[src/rtl/dispatch_controller_pkg.sv]
// Shared definitions for the dispatch controller: ROB index width, recovery
// default, FSM state encoding and small arithmetic helpers.
package oops_structs;

    localparam int ROB_IDX_LEN        = 5;
    localparam int RECOVER_CYCLES_DEF = 2;

    typedef enum logic [0:0] {
        ST_RUN     = 1'b0,
        ST_RECOVER = 1'b1
    } dispatch_state_t;

    // Width of the station select; a single station still needs one select bit.
    function automatic int fu_width(input int n);
        return (n > 1) ? $clog2(n) : 1;
    endfunction

    function automatic logic [15:0] sat_inc16(input logic [15:0] v);
        return (v == 16'hFFFF) ? v : v + 16'd1;
    endfunction

endpackage

[src/rtl/dispatch_controller_if.sv]
// Handshake bundle between the instruction queue, reservation stations, ROB
// and the dispatch controller.
interface dispatch_controller_if
    import oops_structs::*;
#(
    parameter int NUM_RS = 4
) ();
    localparam int FU_W = fu_width(NUM_RS);

    logic                   flush;
    logic                   iq_vld_i;
    logic                   iq_rdy_o;
    logic [FU_W-1:0]        iq_fu_i;
    logic [ROB_IDX_LEN-1:0] rob_dest_o;
    logic [NUM_RS-1:0]      rs_vld_o;
    logic [NUM_RS-1:0]      rs_rdy_i;
    logic                   rob_alloc_o;
    logic                   rob_commit_i;
    logic [ROB_IDX_LEN:0]   rob_count_o;
    logic [15:0]            stall_cnt_o;

    modport master (
        input  flush, iq_vld_i, iq_fu_i, rs_rdy_i, rob_commit_i,
        output iq_rdy_o, rob_dest_o, rs_vld_o, rob_alloc_o, rob_count_o, stall_cnt_o
    );

    modport slave (
        output flush, iq_vld_i, iq_fu_i, rs_rdy_i, rob_commit_i,
        input  iq_rdy_o, rob_dest_o, rs_vld_o, rob_alloc_o, rob_count_o, stall_cnt_o
    );

endinterface

[src/rtl/dispatch_controller_rob_alloc_counter.sv]
// ROB tail pointer and occupancy counter; clear wins over alloc/commit and a
// commit against an empty ROB is dropped.
module rob_alloc_counter #(
    parameter int ROB_DEPTH = 32,
    parameter int IDX_LEN   = 5
) (
    input  logic               clk,
    input  logic               rst,
    input  logic               clear,
    input  logic               alloc,
    input  logic               commit,
    output logic [IDX_LEN-1:0] tail,
    output logic [IDX_LEN:0]   count,
    output logic               full,
    output logic               empty
);
    localparam logic [IDX_LEN:0]   DEPTH_C = (IDX_LEN+1)'(ROB_DEPTH);
    localparam logic [IDX_LEN-1:0] LAST_C  = IDX_LEN'(ROB_DEPTH - 1);

    logic [IDX_LEN-1:0] tail_r, tail_s;
    logic [IDX_LEN:0]   count_r, count_s;
    logic               dec_s;

    // Next tail/count: tail wraps at ROB_DEPTH, count moves by alloc minus commit.
    always_comb begin
        tail_s  = tail_r;
        count_s = count_r;
        dec_s   = commit && (count_r != '0);
        if (clear) begin
            tail_s  = '0;
            count_s = '0;
        end else begin
            if (alloc) begin
                tail_s = (tail_r == LAST_C) ? '0 : tail_r + IDX_LEN'(1);
            end else begin
                tail_s = tail_r;
            end
            case ({alloc, dec_s})
                2'b10:   count_s = count_r + (IDX_LEN+1)'(1);
                2'b01:   count_s = count_r - (IDX_LEN+1)'(1);
                default: count_s = count_r;
            endcase
        end
    end

    // Pointer and occupancy registers.
    always_ff @(posedge clk or negedge rst) begin
        if (!rst) begin
            tail_r  <= '0;
            count_r <= '0;
        end else begin
            tail_r  <= tail_s;
            count_r <= count_s;
        end
    end

    assign tail  = tail_r;
    assign count = count_r;
    assign full  = (count_r == DEPTH_C);
    assign empty = (count_r == '0);

endmodule

[src/rtl/dispatch_controller.sv]
// Dispatch sequencer: decides when the queue head dispatches, steers it to one
// reservation station, allocates ROB entries and sequences flush recovery.
module dispatch_controller
    import oops_structs::*;
#(
    parameter int NUM_RS         = 4,
    parameter int RECOVER_CYCLES = RECOVER_CYCLES_DEF,
    parameter int ROB_DEPTH      = 2**ROB_IDX_LEN
) (
    input  logic                  clk,
    input  logic                  rst,
    dispatch_controller_if.master bus
);
    localparam int         FU_W     = fu_width(NUM_RS);
    localparam int         PAD      = 2**FU_W;
    localparam logic [3:0] REC_INIT = 4'(RECOVER_CYCLES - 1);

    dispatch_state_t        state_r, state_s;
    logic [3:0]             rec_cnt_r, rec_cnt_s;
    logic [15:0]            stall_r;
    logic [PAD-1:0]         rdy_pad_s;
    logic                   fu_ok_s, rdy_sel_s, fire_s, full_s, empty_s;
    logic [ROB_IDX_LEN-1:0] tail_s;
    logic [ROB_IDX_LEN:0]   count_s;

    // Fire decision; the padded ready vector keeps out-of-range selects in bounds.
    always_comb begin
        rdy_pad_s               = '0;
        rdy_pad_s[NUM_RS-1:0]   = bus.rs_rdy_i;
        fu_ok_s                 = (32'(bus.iq_fu_i) < 32'(NUM_RS));
        rdy_sel_s               = rdy_pad_s[bus.iq_fu_i];
        fire_s = rst && (state_r == ST_RUN) && !bus.flush && bus.iq_vld_i &&
                 fu_ok_s && rdy_sel_s && !full_s;
    end

    // Next-state logic: flush (re)starts the recovery window from any state.
    always_comb begin
        state_s   = state_r;
        rec_cnt_s = rec_cnt_r;
        if (bus.flush) begin
            state_s   = ST_RECOVER;
            rec_cnt_s = REC_INIT;
        end else begin
            case (state_r)
                ST_RUN: begin
                    state_s = ST_RUN;
                end
                ST_RECOVER: begin
                    if (rec_cnt_r == 4'd0) begin
                        state_s = ST_RUN;
                    end else begin
                        rec_cnt_s = rec_cnt_r - 4'd1;
                    end
                end
                default: begin
                    state_s = ST_RUN;
                end
            endcase
        end
    end

    // FSM state and recovery counter registers.
    always_ff @(posedge clk or negedge rst) begin
        if (!rst) begin
            state_r   <= ST_RUN;
            rec_cnt_r <= 4'd0;
        end else begin
            state_r   <= state_s;
            rec_cnt_r <= rec_cnt_s;
        end
    end

    // Stall counter survives flushes; only reset clears it.
    always_ff @(posedge clk or negedge rst) begin
        if (!rst) begin
            stall_r <= 16'd0;
        end else if ((state_r == ST_RUN) && bus.iq_vld_i && !fire_s && !bus.flush) begin
            stall_r <= sat_inc16(stall_r);
        end
    end

    rob_alloc_counter #(
        .ROB_DEPTH (ROB_DEPTH),
        .IDX_LEN   (ROB_IDX_LEN)
    ) u_rob_alloc_counter (
        .clk    (clk),
        .rst    (rst),
        .clear  (bus.flush),
        .alloc  (fire_s),
        .commit (bus.rob_commit_i && !empty_s),
        .tail   (tail_s),
        .count  (count_s),
        .full   (full_s),
        .empty  (empty_s)
    );

    assign bus.iq_rdy_o    = fire_s;
    assign bus.rob_alloc_o = fire_s;
    assign bus.rs_vld_o    = fire_s ? (NUM_RS'(1'b1) << bus.iq_fu_i) : '0;
    assign bus.rob_dest_o  = tail_s;
    assign bus.rob_count_o = count_s;
    assign bus.stall_cnt_o = stall_r;

endmodule

[src/flat_wrapper.sv]
// flat-port wrapper written by rule: the top's interface ports become plain ports
module dispatch_controller_flat import oops_structs::*;
#(
    parameter int NUM_RS         = 4,
    parameter int RECOVER_CYCLES = RECOVER_CYCLES_DEF,
    parameter int ROB_DEPTH      = 2**ROB_IDX_LEN
)
  (clk, rst, bus_flush, bus_iq_vld_i, bus_iq_fu_i, bus_rs_rdy_i, bus_rob_commit_i, bus_iq_rdy_o, bus_rob_dest_o, bus_rs_vld_o, bus_rob_alloc_o, bus_rob_count_o, bus_stall_cnt_o);
  dispatch_controller_if #(.NUM_RS(NUM_RS)) bus_i ();
  input  logic clk;
  input  logic rst;
  input wire logic [$bits(bus_i.flush)-1:0] bus_flush;
  input wire logic [$bits(bus_i.iq_vld_i)-1:0] bus_iq_vld_i;
  input wire logic [$bits(bus_i.iq_fu_i)-1:0] bus_iq_fu_i;
  input wire logic [$bits(bus_i.rs_rdy_i)-1:0] bus_rs_rdy_i;
  input wire logic [$bits(bus_i.rob_commit_i)-1:0] bus_rob_commit_i;
  output wire logic [$bits(bus_i.iq_rdy_o)-1:0] bus_iq_rdy_o;
  output wire logic [$bits(bus_i.rob_dest_o)-1:0] bus_rob_dest_o;
  output wire logic [$bits(bus_i.rs_vld_o)-1:0] bus_rs_vld_o;
  output wire logic [$bits(bus_i.rob_alloc_o)-1:0] bus_rob_alloc_o;
  output wire logic [$bits(bus_i.rob_count_o)-1:0] bus_rob_count_o;
  output wire logic [$bits(bus_i.stall_cnt_o)-1:0] bus_stall_cnt_o;
  assign bus_i.flush = bus_flush;
  assign bus_i.iq_vld_i = bus_iq_vld_i;
  assign bus_i.iq_fu_i = bus_iq_fu_i;
  assign bus_i.rs_rdy_i = bus_rs_rdy_i;
  assign bus_i.rob_commit_i = bus_rob_commit_i;
  assign bus_iq_rdy_o = bus_i.iq_rdy_o;
  assign bus_rob_dest_o = bus_i.rob_dest_o;
  assign bus_rs_vld_o = bus_i.rs_vld_o;
  assign bus_rob_alloc_o = bus_i.rob_alloc_o;
  assign bus_rob_count_o = bus_i.rob_count_o;
  assign bus_stall_cnt_o = bus_i.stall_cnt_o;
  dispatch_controller #(.NUM_RS(NUM_RS), .RECOVER_CYCLES(RECOVER_CYCLES), .ROB_DEPTH(ROB_DEPTH)) u_core (.clk(clk), .rst(rst), .bus(bus_i));
endmodule
[config.mk]
export PLATFORM = sky130hd
export DESIGN_NAME = dispatch_controller_flat
export DESIGN_NICKNAME = d
export VERILOG_FILES = /design/src/rtl/dispatch_controller_pkg.sv /design/src/rtl/dispatch_controller_if.sv /design/src/rtl/dispatch_controller_rob_alloc_counter.sv /design/src/rtl/dispatch_controller.sv /design/src/flat_wrapper.sv
export SDC_FILE = /design/constraint.sdc
export NUM_CORES = 1
export LEC_CHECK = 0
export ABC_AREA = 1
export ABC_CLOCK_PERIOD_IN_PS = 2700
export CORE_UTILIZATION = 52
export CTS_BUF_LIST = sky130_fd_sc_hd__clkbuf_8
export CTS_CLUSTER_SIZE = 14
export DETAILED_ROUTE_END_ITERATION = 12
export PLACE_DENSITY = 0.91
export RECOVER_POWER = 25
export SYNTH_ARGS = -nofsm -noshare
export SYNTH_HDL_FRONTEND = slang
export SYNTH_SLANG_ARGS = --single-unit
export TNS_END_PERCENT = 30
[constraint.sdc]
create_clock -name clk -period 2.7 [get_ports clk]
set_clock_uncertainty 0.2 [all_clocks]
set_input_delay 0.81 -clock clk [delete_from_list [all_inputs] [get_ports clk]]
set_output_delay 0.81 -clock clk [all_outputs]
set_load 0.01 [all_outputs]
Word level (Yosys, flattened, before mapping)
Cells that the tools add are included. Widths: inputs -> output; s select.

Bits in registers: 32. Output and inout bits: 33.

$lt $le $gt $ge: 1. Mux-type cells: 14. $add $sub $neg: 5. Reduce and logical (&&, ||, !) cells: 22. Equal/unequal tests: 6. Shift-type cells: 1. Bitwise gates (word level): 2.

Operator list (number): $add 16x1->16 const B (1); $eq 16x16->1 const B (1); $mux 4 (4); $mux 5 (3); $pmux 6 s2 (1); $logic_and 1x1->1 (10); $add 6x1->6 const B (1); $eq 6x6->1 const B (1); $logic_not 6->1 (1); $mux 6 (1); $reduce_bool 6->1 (1); $sub 6x1->6 const B (1); $add 5x1->5 const B (1); $eq 5x5->1 const B (1); $logic_not 1->1 (4); $logic_not 4->1 (1); $reduce_and 2->1 (2); $reduce_bool 2->1 (2); $shl 1x2->4 const A (1); $sub 4x1->4 const B (1); $lt 2x3->1 const B (1); $mux 1 (3); $reduce_bool 3->1 (1); $bmux 1 s2 (1); 5 further kinds (6).

Logic depth before layout (Yosys ltp)
Gate-level depths: netlist of the first run.

Word-level depth: 10. Mapped depth: 18.

Hierarchy
From an unflattened synthesis of the first run, not the netlist that was laid out.

Cells, all modules: 300. Area, all modules: 2237.1 µm².

By module, submodules not included: dispatch_controller (times used 1, area each 1391.3 µm², cells each 201, sequential area each 525.5 µm²); rob_alloc_counter (times used 1, area each 845.8 µm², cells each 99, sequential area each 275.3 µm²).

Worst setup path before layout of the first run
Ideal clock, no wire load.

Path type: in2out. Start: input bus_flush. End: output bus_rs_vld_o[0]. Stages on the path: 6. Data required time: 1690 ps. Path buffers: 1. Slack: 78 ps. Arrival: 1612 ps. Cell sequence: nor2_1 -> nand3_1 -> nor2_2 -> nand2_4 -> buf_6 -> nor3_1.

Cells in the longest elaborated chain, start to end: 6.

RTL lines: from (decl) (RTL line flat_wrapper.sv:12) `input wire logic [$bits(bus_i.flush)-1:0] bus_flush;`; $logic_not 1->1 (RTL line dispatch_controller.sv:32) `fire_s = rst && (state_r == ST_RUN) && !bus.flush && bus.iq_vld_i &&`; $logic_and 1x1->1 (2 in series) (RTL line dispatch_controller.sv:32); $logic_and 1x1->1 (2 in series) (RTL line dispatch_controller.sv:33) `fu_ok_s && rdy_sel_s && !full_s;`; $mux 4 (RTL line dispatch_controller.sv:99) `assign bus.rs_vld_o = fire_s ? (NUM_RS'(1'b1) << bus.iq_fu_i) : '0;`; to (decl) (RTL line flat_wrapper.sv:19) `output wire logic [$bits(bus_i.rs_vld_o)-1:0] bus_rs_vld_o;`.

No other way between the ends.

Final worst setup path of the first run
Start: input bus_iq_vld_i. End: output bus_rs_vld_o[2].

Cells in the longest elaborated chain, start to end: 4.

RTL lines: from (decl) (RTL line flat_wrapper.sv:13) `input wire logic [$bits(bus_i.iq_vld_i)-1:0] bus_iq_vld_i;`; $logic_and 1x1->1 (RTL line dispatch_controller.sv:32); $logic_and 1x1->1 (2 in series) (RTL line dispatch_controller.sv:33); $mux 4 (RTL line dispatch_controller.sv:99).

No other way between the ends.

==> results of run 1 <==
[worst max-delay path, cell delays in order]
cell and delay [ps]:
dlygate4sd2_1 240, nand3_2 110, nor2_4 120, nand2_4 100
nor3_2 130, buf_2 150
[placed cells by master (no fill, tap or decap), drive strengths merged]
master         synthesis  routed
o22ai                  2       2
clkdlybuf4s15          0       4
inv                   30      30
nor3b                  1       1
nand3                 23      23
o21bai                 1       1
buf                    2      37
clkinv                 1       3
nand3b                 1       1
nand4                  2       2
nand2                 65      65
dlygate4sd2            0       3
a21oi                  6       6
clkdlybuf4s50          0      28
dfrtp                 32      32
nor2                  21      21
ha                     8       8
nor4                   1       1
o21ai                  9       9
xor2                  12      12
clkbuf                 0       7
a211o                  1       1
xnor2                  4       4
nor3                  11      11
[through the flow]
step / util, % / hold WS [ps]
2_1_floorplan: - / 301
3_3_place_gp: 75.9 / 288
3_5_place_dp: 75.9 / 308
4_1_cts: 79.0 / 322
5_1_grt: 79.9 / 352
6_report: 79.9 / 320
[what timing repair did]
action                     4_1_cts  5_1_grt
hold buffers                     0        0
pin swaps                       11        1
buffers inserted                 2        0
setup endpoints to repair       11        4
gates cloned                     0        0
gates resized for setup         54        5
[flip-flops by register name (all words and copies together) (netlist names)]
| signal | flops |
|---|---|
| u_core.bus.stall_cnt_o | 16 |
| u_core.u_rob_alloc_counter.count | 6 |
| u_core.rec_cnt_r | 4 |
| u_core.u_rob_alloc_counter.tail | 5 |
| u_core.state_r | 1 |
[how the worst max path moves through the flow]
| stage | start | end | cells after the start |
|---|---|---|---|
| finish | bus_iq_vld_i | bus_rs_vld_o[2] | 6 |
| global route | bus_rs_rdy_i[0] | bus_rs_vld_o[0] | 8 |
| CTS | bus_iq_vld_i | bus_rs_vld_o[0] | 6 |
| detailed placement | bus_iq_fu_i[0] | bus_rs_vld_o[0] | 8 |
| global placement | bus_flush | bus_rs_vld_o[3] | 7 |
| floorplan | bus_flush | bus_rs_vld_o[0] | 6 |
[layer usage]
layer	track usage (%)	vias to the layer above	wire length [um]
met3	6.39	10	243
li1	-	906	-
met1	32.9	922	2130
met5	0	-	0
met2	49.2	58	2640
met4	11.0	0	94
[kinds of logic (layout without fill, tap and decap cells)]
| kind of cell | count (synthesis) | in the layout | share of synthesized area, % |
|---|---|---|---|
| DFF | 32 | 32 | 41.4 |
| buffers and inverters | 33 | 112 | 7.12 |
| adders and majority gates | 8 | 8 | 5.18 |
| and+or+nand+nor | 125 | 125 | 33.5 |
| xor gates and xnor gates | 16 | 16 | 7.25 |
| AOI/OAI and AO/OA | 19 | 19 | 5.57 |
[final cells by class]
cell class	instances	area, um2
clock buffer	6	82.6
tap	46	57.6
clock inverter	2	10.0
inverter	31	121
sequential	32	801
fill	225	692
multi-input combinational	168	1060
timing repair buffer	73	621
[report_power, final]
| group | total, mW | internal [mW] | switching [mW] |
|---|---|---|---|
| logic | 0.993 | 0.467 | 0.526 |
| registers | 0.657 | 0.575 | 0.0815 |
| clock network | 0.381 | 0.203 | 0.178 |
| total | 2.03 | 1.25 | 0.786 |
==> impl_metrics.csv, run 1 <==
group,metric,value,unit
synth,synth_area_leader_cell,"dfrtp_1",
floorplanning,die_w,63.0,um
critical_path,cp-end-kind,"output port",
run_status,status,"finished clean",
synth,syn_area,1930,um2
synth,syn-num-nets,252,
pwr,p_leak,1.38,nW
placed_design,gp_congestion,0.854,
floorplanning,die_y,63.0,um
cts,clkSlewWorstSetupHoldPaths,70,ps
synth,synth_cells,233,
timing,fin_ws,26.5,ps
synth,synth-warning-count,0,
synth,async_flop_share,100,%
hold_path,hp-class,"flop to flop",
placed_design,dp_cells,348,
cts,cts_made_buffers,5,
critical_path,start_kind,"primary input",
synth,synth-main-ff-cell,"dfrtp_1",
critical_path,cp_max_fo,6,
drt,drt-total-wl,5110,um
global_route,gr-total-overflow,0,
global_route,antenna_found_initial,0,
cts,cts_buffer_depth,2,
floorplanning,die_area,3970,um2
pwr,p_per_area,739,nW/um2
synth,synth_edf_count,0,
synth,yosysTopAreaCellShare,41.4,%
synth,synth_area_per_cell,8.30,um2
synth,yosysSeqAreaShare,41.4,%
final_layout,area_delta_synth_final,42.3,%
synth,ys_ff_latch,32,
hold_path,min_path_cells,1,
pwr,worst_ir_drop_vdd,0.510,mV
synth,synth.distinct_cells,33,
hold_path,min_to,"u_core.bus.stall_cnt_o[10]$_DFFE_PN0P_",
timing,tightest_slew,762,ps
floorplanning,num_rows,21,
global_route,grt_pass1_wl,8560,um
cts,htree_levels,2,
job,cap_viol_max_count,0,
global_route,grt_max_degree,33,
final_layout,n_antenna_cell,0,
placed_design,portBuffers,43,
drt,wl_per_cell,14.3,um
synth,synth.area.top_cells,"dfrtp_1, nand2_1, xor2_1",
final_layout,finalNetCount,330,
critical_path,r2r_end,"u_core.u_rob_alloc_counter.count[5]$_DFFE_PN0P_",
timing,drv_slew,0,
cts,clockRootBuffer,"clkbuf_8",
global_route,grt_pass1_vias,1871,
cts,cts_tree,"done",
drt,drc,0,
floorplanning,core-area,3440,um2
critical_path,reg2reg_depth,18,
hold_path,hp-start,"u_core.bus.stall_cnt_o[10]$_DFFE_PN0P_",
synth,synthMostInstantiatedCell,"nand2_1",
critical_path,cp_data_required_time,1690,ps
timing,setup_violations,0,
final_layout,final_area,2750,um2
floorplanning,start_util,56.2,%
final_layout,drive_gt1_share,26.3,%
synth,synthTopCellsByCount,"nand2_1, dfrtp_1, inv_1",
drt,drt-pass1-iter-count,4,
timing,max_clock_freq,374,MHz
placed_design,dp_slack,-788,ps
timing,maxSlewHeadroom,49.2,%
pwr,finalPower,2.03,mW
drt,detail-route-antenna-nets,0,
critical_path,crit_type,"primary input to output port",
critical_path,cp.arrival,1660,ps
placed_design,place_hpwl,3680,um
critical_path,rrSetupSlack,320,ps
drt,viasPerCell,5.30,
drt,vias,1896,
final_layout,instances_no_fill,358,
floorplanning,ios,44,
cts,clock_sinks,32,
timing,min_period,2670,ps
timing,rsz0062_at_grt,"true",
placed_design,dpl_cell_area,2610,um2
critical_path,rr_startpoint,"u_core.u_rob_alloc_counter.count[4]$_DFFE_PN0P_",
timing,period_share,99.0,%
timing,hold_violations,0,
timing,tns,0,ps
drt,drt_iter0_markers,117,
global_route,grt_use_total,28.1,%
cts,worstSkewPairLatency,290,ps
Note: power is estimated with default switching activity, not from simulation.
==> run 2, diff against run 1 <==
Settings changed: CORE_ASPECT_RATIO from default to 2.
==> run 2 against run 1 <==
Net effect:
- the run now ends with capacitance limit, slew limit left
- sequential cell count unchanged
- fmax grew 0.34%
- design area fell by 1.0%
- total power decreased by 0.93%
- critical endpoint is now bus_rs_vld_o[1]
==> impl_metrics.csv, run 2 (synthesis gave the netlist of run 1 again) <==
group,metric,value,unit
job,cap_viol_max_count,1,
drt,viasPerCell,5.13,
final_layout,fill_cells,263,
final_layout,largest_reg_flops,16,
placed_design,dp_slack,-760,ps
global_route,antenna_found_initial,0,
final_layout,instances_no_fill,358,
floorplanning,ios,44,
final_layout,final_util,76.3,%
final_layout,layout_common_cells,"nand2_1, dfrtp_1, clkdlybuf4s50_1",
placed_design,dpl_cell_area,2610,um2
timing,timing.hold.ws,323,ps
cts,clock_sinks,32,
final_layout,multi_input_comb_area,1050,um2
critical_path,worstSetupStartpoint,"bus_flush",
cts,htree_levels,2,
critical_path,crit_type,"primary input to output port",
critical_path,start_kind,"primary input",
global_route,grt_pass1_vias,1773,
floorplanning,die_y,88.2,um
timing,tightest_slew,1670,ps
global_route,grt_use_total,28.3,%
final_layout,drive_gt1_share,25.2,%
placed_design,place_hpwl,3620,um
cts,cts_buffer_depth,2,
drt,drc,0,
cts,cts_made_buffers,5,
placed_design,portBuffers,43,
timing,min_period,2660,ps
pwr,worst_ir_drop_vdd,0.670,mV
run_status,violations,"capacitance limit, slew limit",
drt,drt-total-wl,5020,um
timing,maxSlewHeadroom,-11.2,%
timing,drv_slew,33,
drt,drt-pass1-iter-count,4,
floorplanning,num_rows,31,
critical_path,cp_data_required_time,1690,ps
floorplanning,start_util,54.2,%
timing,setup_violations,0,
placed_design,gp_congestion,0.855,
final_layout,finalNetCount,327,
global_route,gr-total-overflow,0,
final_layout,final_area,2720,um2
global_route,grt_pass1_wl,7910,um
critical_path,cp_max_fo,6,
drt,vias,1837,
floorplanning,die_area,3980,um2
timing,rsz0062_at_grt,"true",
drt,drt_iter0_markers,30,
final_layout,n_antenna_cell,0,
drt,detail-route-antenna-nets,0,
hold_path,hp-class,"flop to flop",
timing,max_clock_freq,375,MHz
final_layout,area_delta_synth_final,40.8,%
run_status,status,"finished with violations",
drt,wl_per_cell,14.0,um
timing,hold_violations,0,
cts,cts_tree,"done",
cts,cts_hold_buf,0,
critical_path,cp-end-kind,"output port",
critical_path,cp.arrival,1650,ps
floorplanning,die_w,45.1,um
cts,clkSlewWorstSetupHoldPaths,60,ps
hold_path,hp-start,"u_core.bus.stall_cnt_o[3]$_DFFE_PN0P_",
pwr,p_per_area,740,nW/um2
timing,period_share,98.7,%
cts,worstSkewPairLatency,290,ps
global_route,grt_max_degree,33,
pwr,p_leak,1.36,nW
critical_path,rr_startpoint,"u_core.u_rob_alloc_counter.count[3]$_DFFE_PN0P_",
cts,clockRootBuffer,"clkbuf_8",
floorplanning,core-area,3570,um2
timing,fin_ws,35.7,ps
placed_design,dp_cells,350,
final_layout,seq_area,801,um2
final_layout,layout_commonest_cell,"nand2_1",
-- run 2: changes by cell type in the layout (fill, tap and decap cells not counted), sizes merged --
cell | before | now
buf | 37 | 35
clkdlybuf4s15 | 4 | 3
clkbuf | 7 | 8
dlygate4sd2 | 3 | 2
-- run 2: power breakdown --
part           internal [mW]  switching (mW)
clock                  0.203           0.183
combinational          0.460           0.512
sequential             0.575          0.0793
-- run 2: path summary, 6_finish.rpt --
| check | endpoint | cells after the start | slack (ps) |
|---|---|---|---|
| worst max register to register | u_core.u_rob_alloc_counter.count[4]$_DFFE_PN0P_ | 14 | 180 |
| worst min register to register | u_core.bus.stall_cnt_o[3]$_DFFE_PN0P_ | 1 | 320 |
| min in group asynchronous | u_core.u_rob_alloc_counter.count[1]$_DFFE_PN0P_ | 2 | 940 |
| worst min-delay path | u_core.bus.stall_cnt_o[3]$_DFFE_PN0P_ | 1 | 320 |
| max in group asynchronous | u_core.u_rob_alloc_counter.tail[1]$_DFFE_PN0P_ | 2 | 380 |
| worst max-delay path | bus_rs_vld_o[1] | 7 | 40 |
-- run 2: through the flow --
| stage | setup TNS (ps) | power (mW) |
|---|---|---|
| 2_1_floorplan | 0 | 1.17 |
| 4_1_cts | 0 | 1.99 |
| 5_1_grt | -51.6 | 2.17 |
| 6_report | 0 | 2.01 |
| 3_5_place_dp | -9050 | 1.58 |
| 3_3_place_gp | -7210 | 1.54 |
-- run 2: layout make-up --
cell class              instances  share of cell area [%]
multi-input cells             168                    38.7
well taps                      49                    2.25
repair buffers                 70                    21.9
inverters                      31                    4.37
clock buffers                   6                    3.03
clock inverters                 2                   0.368
flip-flops and latches         32                    29.4
-- run 2: worst max-delay path, stage by stage --
cell     delay [ps]
buf_6            90
nor2_2           80
nand3_2         120
nor2_4          160
nand2_4         100
nor3_2          120
buf_2           160
-- run 2: metal layers --
layer,track usage (%),part of all wire (%)
met1,27.8,35
met2,50.5,58
met3,4.90,2.9
met4,20.1,4.2
met5,0,0
-- run 2: repair_timing --
action,4_1_cts,5_1_grt
pin swaps,10,1
cloned,0,0
buffers inserted,0,0
gates resized for setup,59,5
setup endpoints to repair,12,3
